`config.mk`:
```
export PLATFORM = sky130hd
export DESIGN_NAME = matvec_ctrl_part4
export DESIGN_NICKNAME = d
export VERILOG_FILES = /design/src/rtl/matvec_ctrl_part4.sv
export SDC_FILE = /design/constraint.sdc
export NUM_CORES = 1
export LEC_CHECK = 0
export ABC_AREA = 0
export CAP_MARGIN = 10
export CORE_UTILIZATION = 50
export CTS_CLUSTER_DIAMETER = 30
export DETAILED_ROUTE_END_ITERATION = 8
export PLACE_DENSITY = 0.83
export SLEW_MARGIN = 25
export SYNTH_ARGS = -nofsm -noshare
export SYNTH_HDL_FRONTEND = slang
export SYNTH_SLANG_ARGS = --single-unit
```
`constraint.sdc`:
```
create_clock -name clk -period 5.01 [get_ports clk]
set_input_delay 1.002 -clock clk [delete_from_list [all_inputs] [get_ports clk]]
set_output_delay 1.002 -clock clk [all_outputs]
set_load 0.005 [all_outputs]
```
`src/rtl/matvec_ctrl_part4.sv`:
```
// Sequencing controller for the 8x8 matrix-by-vector datapath.
// It loads W then X from the host stream, runs clear+MAC per row, and hands each row result out.
module matvec_ctrl_part4 #(
  parameter int N_ROWS = 8,
  parameter int N_COLS = 8,
  parameter int XAW    = $clog2(N_COLS),         // derived, do not override
  parameter int WAW    = $clog2(N_ROWS * N_COLS) // derived, do not override
) (
  input  logic                      clk,
  input  logic                      rst,
  input  logic                      start,
  input  logic                      keep_w,
  input  logic                      abort,
  input  logic                      in_valid,
  output logic                      in_ready,
  input  logic                      out_ready,
  output logic                      out_valid,
  output logic [$clog2(N_ROWS)-1:0] out_row,
  output logic                      out_last,
  output logic [XAW-1:0]            addr_x,
  output logic                      wr_en_x,
  output logic [WAW-1:0]            addr_w,
  output logic                      wr_en_w,
  output logic                      clear_acc,
  output logic                      en_acc,
  output logic                      busy,
  output logic                      done
);
  localparam int RAW = $clog2(N_ROWS);

  localparam logic [2:0] S_IDLE   = 3'd0;
  localparam logic [2:0] S_LOAD_W = 3'd1;
  localparam logic [2:0] S_LOAD_X = 3'd2;
  localparam logic [2:0] S_CLEAR  = 3'd3;
  localparam logic [2:0] S_MAC    = 3'd4;
  localparam logic [2:0] S_OUT    = 3'd5;

  localparam logic [WAW-1:0] W_LAST   = WAW'(N_ROWS * N_COLS - 1);
  localparam logic [WAW-1:0] X_LAST   = WAW'(N_COLS - 1);
  localparam logic [XAW-1:0] COL_LAST = XAW'(N_COLS - 1);
  localparam logic [RAW-1:0] ROW_LAST = RAW'(N_ROWS - 1);

  logic [2:0]     state_q, state_d;
  logic [WAW-1:0] cnt_q, cnt_d;
  logic [RAW-1:0] row_q, row_d;
  logic [XAW-1:0] col_q, col_d;
  logic           w_loaded_q, w_loaded_d;
  logic           done_q, done_d;
  logic           last_row;

  assign last_row = (row_q == ROW_LAST);

  always_comb begin
    // NOTE: every _d starts from its _q (or a constant) so no path leaves it unassigned; this keeps the block free of latches.
    state_d    = state_q;
    cnt_d      = cnt_q;
    row_d      = row_q;
    col_d      = col_q;
    w_loaded_d = w_loaded_q;
    done_d     = 1'b0;

    if (abort) begin
      state_d = S_IDLE;
      cnt_d   = '0;
      row_d   = '0;
      col_d   = '0;
      // A partially written W cannot be reused.
      if (state_q == S_LOAD_W) w_loaded_d = 1'b0;
    end else begin
      case (state_q)
        S_IDLE: begin
          if (start) begin
            state_d = (keep_w && w_loaded_q) ? S_LOAD_X : S_LOAD_W;
            cnt_d   = '0;
            row_d   = '0;
            col_d   = '0;
          end
        end
        S_LOAD_W: begin
          if (in_valid) begin
            if (cnt_q == W_LAST) begin
              w_loaded_d = 1'b1;
              cnt_d      = '0;
              state_d    = S_LOAD_X;
            end else begin
              cnt_d = cnt_q + 1'b1;
            end
          end
        end
        S_LOAD_X: begin
          if (in_valid) begin
            if (cnt_q == X_LAST) begin
              cnt_d   = '0;
              row_d   = '0;
              state_d = S_CLEAR;
            end else begin
              cnt_d = cnt_q + 1'b1;
            end
          end
        end
        S_CLEAR: begin
          col_d   = '0;
          state_d = S_MAC;
        end
        S_MAC: begin
          if (col_q == COL_LAST) begin
            col_d   = '0;
            state_d = S_OUT;
          end else begin
            col_d = col_q + 1'b1;
          end
        end
        S_OUT: begin
          if (out_ready) begin
            if (last_row) begin
              row_d   = '0;
              done_d  = 1'b1;
              state_d = S_IDLE;
            end else begin
              row_d   = row_q + 1'b1;
              state_d = S_CLEAR;
            end
          end
        end
        default: state_d = S_IDLE;
      endcase
    end
  end

  // Datapath controls decode from registered state only; write enables also follow in_valid.
  always_comb begin
    in_ready  = 1'b0;
    wr_en_x   = 1'b0;
    wr_en_w   = 1'b0;
    addr_x    = '0;
    addr_w    = '0;
    clear_acc = 1'b0;
    en_acc    = 1'b0;
    out_valid = 1'b0;
    out_last  = 1'b0;
    out_row   = '0;
    case (state_q)
      S_LOAD_W: begin
        in_ready = 1'b1;
        wr_en_w  = in_valid;
        addr_w   = cnt_q;
      end
      S_LOAD_X: begin
        in_ready = 1'b1;
        wr_en_x  = in_valid;
        addr_x   = cnt_q[XAW-1:0];
      end
      S_CLEAR: clear_acc = 1'b1;
      S_MAC: begin
        en_acc = 1'b1;
        addr_x = col_q;
        addr_w = WAW'(row_q) * WAW'(N_COLS) + WAW'(col_q);
      end
      S_OUT: begin
        out_valid = 1'b1;
        out_row   = row_q;
        out_last  = last_row;
      end
      default: ;
    endcase
  end

  assign busy = (state_q != S_IDLE);
  assign done = done_q;

  always_ff @(posedge clk or negedge rst) begin
    if (!rst) begin
      state_q    <= S_IDLE;
      cnt_q      <= '0;
      row_q      <= '0;
      col_q      <= '0;
      w_loaded_q <= 1'b0;
      done_q     <= 1'b0;
    end else begin
      // NOTE: non-blocking assignments so every register samples the pre-edge values of the others.
      state_q    <= state_d;
      cnt_q      <= cnt_d;
      row_q      <= row_d;
      col_q      <= col_d;
      w_loaded_q <= w_loaded_d;
      done_q     <= done_d;
    end
  end

endmodule
```
==> results_dict.tcl <==
set metrics [dict create \
    slew_violations 0 \
    worst-endpoint-required_ns 4.01 \
    start_kind "flip-flop" \
    cts_hold_buf 0 \
    power.switching_mw 0.234 \
    cts_resized 0 \
    synth_top_area_frac 0.360 \
    yosysMostFrequentCell "nand2_1" \
    dpl.cell_count 190 \
    cts.sinks 17 \
    synth_fp_nets 154 \
    grt_use_total 0.245 \
    final-setup-viol-count 0 \
    fin_crit_ns 3.53 \
    ys_seq_elements 17 \
    finalNonFillerCells 194 \
    core_area_sq_um 2210 \
    crit_chain "nor3b_2 -> and2_1 -> clkdlybuf4s50_1" \
    slew_headroom 0.480 \
    cts_tree "built" \
    rrSetupSlack_ns 2.70 \
    routedWlPerCell_microns 15.3 \
    max_freq_ghz 0.284 \
    area_delta_synth_final_pct 25.7 \
    htree_levels 1 \
    p_sw_frac 0.437 \
    skew_ns 0.00303 \
    grt_pass1_vias 1052 \
    clkTransAtPathRegs_ns 0.10 \
    place.gp.congestion 0.920 \
    vdd_drop_max_v 0.000256 \
    grt_max_degree 22 \
    numCtsBuffers 3 \
    seqPwrFrac 0.388 \
    power_frac_clock 0.139 \
    syn-cell-area_sq_um 1180 \
    antenna_found_initial 0 \
    avgViaCountPerCell 6.09 \
    async_flop_share 1.00 \
    synth_area_leaders "dfrtp_1 (36%), a22o_1 (5.9%), nand2_1 (5.7%)" \
    fill_cells 193 \
    synth-edff-count 0 \
    setup_ws_ns 1.48 \
    setup-tns-final_ns 0 \
    hold_slack_ns 0.573 \
    hold_viol 0 \
    row_count 17 \
    num_antenna_cells 0 \
    internal_power_mw 0.301 \
    drv_cap 0 \
    leakagePower_nw 0.663 \
    io_pins 28 \
    critPathKind "flip-flop to primary output" \
    endpoint_kind "primary output" \
    postRouteAntennaNets 0 \
    grt-ovfl-total 0 \
    critPathBufInv 1 \
    worst_pin_slew_ns 0.777 \
    cts_buffer_depth 2 \
    avgSynthCellArea_sq_um 8.33 \
    cp_top_family "simple AND/OR/NAND/NOR gates" \
    hold_path_class "flip-flop to flip-flop" \
    start_util 0.535 \
    drc 0 \
    num_vias 1181 \
    dp_hpwl_microns 2120 \
    layout-drive-gt1-share 0.0482 \
    dr.pass1.iters 5 \
    ys.flop_type "dfrtp_1" \
    die_area_sq_um 2560 \
    io_buffers 27 \
    dp_slack_ns 1.78 \
    rsz0062_at_grt "no" \
    synth_top_area_cell "dfrtp_1" \
    cts_setup_buffers 0 \
    power_mw 0.535 \
    max_stage_delay_ns 0.77 \
    dieHeight_microns 50.6 \
    fp.dieW_microns 50.6 \
    yosys-top-cells-count "nand2_1 (18), dfrtp_1 (17), nor2_1 (17)" \
    wl_microns 2970 \
    critical_path_arrival_ns 2.52 \
    crit_slowest_cell "dfrtp_1" \
    drt-initial-drc-count 33 \
    grt_pass1_wl_microns 4730 \
    power.density_nw_per_um2 360 \
    clk_latency_ns 0.29 \
    worstPathMaxFanout 21 \
    pwr-share-comb 0.472 \
    seq_area_frac_synth 0.360 \
    netlist_instances 142 \
    yosysUniqueCellTypes 37 \
    finalCritPeriodShare 0.704 \
    status "finished, final reports clean" \
    nets 179 \
    yosysWarnings 0 \
    cts-root-buf "clkbuf_4" \
]
## stage by stage
step / utilization / instance area [sq um]
2_1_floorplan: - / 1180
3_3_place_gp: 0.657 / 1450
3_5_place_dp: 0.657 / 1450
4_1_cts: 0.669 / 1480
5_1_grt: 0.672 / 1490
6_report: 0.672 / 1490
## final cells by class
cell class / count / area (sq um) / area share
Inverter: 7 / 26.3 / 0.0177
Tap cell: 28 / 35.0 / 0.0236
Multi-Input combinational cell: 111 / 703 / 0.473
Timing Repair Buffer: 27 / 270 / 0.182
Clock buffer: 4 / 26.3 / 0.0177
Sequential cell: 17 / 425 / 0.286
## layout by cell type (no fill, tap or decap), types with 2 or more instances in the layout
cell	count
nor2b_1	2
dfrtp_1	17
inv_1	7
nand2_1	18
ha_1	5
nand3_1	7
o21ai_0	7
and3_1	4
a22o_1	8
a22oi_1	3
mux2i_1	4
mux2_2	3
clkdlybuf4s50_1	27
clkbuf_4	3
nor3_1	5
nor4_1	3
nor2_1	17
a21oi_1	7
## path summary, 6_finish.rpt
kind / from / end / cells past startpoint
min in group asynchronous: rst / state_q[0]$_DFFE_PN0P_ / 1
worst max register to register: state_q[0]$_DFFE_PN0P_ / state_q[0]$_DFFE_PN0P_ / 5
worst min-delay path: col_q[1]$_DFFE_PN0P_ / col_q[1]$_DFFE_PN0P_ / 1
max in group asynchronous: rst / row_q[2]$_DFFE_PN0P_ / 1
worst min register to register: col_q[1]$_DFFE_PN0P_ / col_q[1]$_DFFE_PN0P_ / 1
worst max-delay path: state_q[0]$_DFFE_PN0P_ / wr_en_w / 3
## routing by layer
metal | track usage | vias up | part of all wire
met5 | 0 | - | 0
met4 | 0.0972 | 0 | 0.012
met3 | 0.0303 | 4 | 0.032
met2 | 0.396 | 31 | 0.50
met1 | 0.330 | 582 | 0.45
li1 | - | 564 | -
## registers in the layout, summed over array words and instances (netlist names)
register / flops
cnt_q: 6
w_loaded_q: 1
col_q: 3
done: 1
row_q: 3
state_q: 3
## power groups by stage
stage	Sequential, mW	Combinational [mW]	Clock, mW
after global placement	0.208	0.236	0
after CTS	0.206	0.244	0.0762
after floorplan	0.174	0.188	0
after detailed placement	0.209	0.243	0
after global routing	0.214	0.280	0.0804
final	0.208	0.253	0.0745
## kinds of logic after synthesis
| family | after synthesis | share of synthesized area |
|---|---|---|
| and+or+nand+nor | 63 | 0.258 |
| AOI/OAI and AO/OA | 34 | 0.201 |
| DFF | 17 | 0.360 |
| buffers and inverters | 14 | 0.0508 |
| muxes | 7 | 0.0624 |
| adders and majority gates | 5 | 0.0529 |
| xor gates and xnor gates | 2 | 0.0148 |
Power figures use the tool's default switching activity.
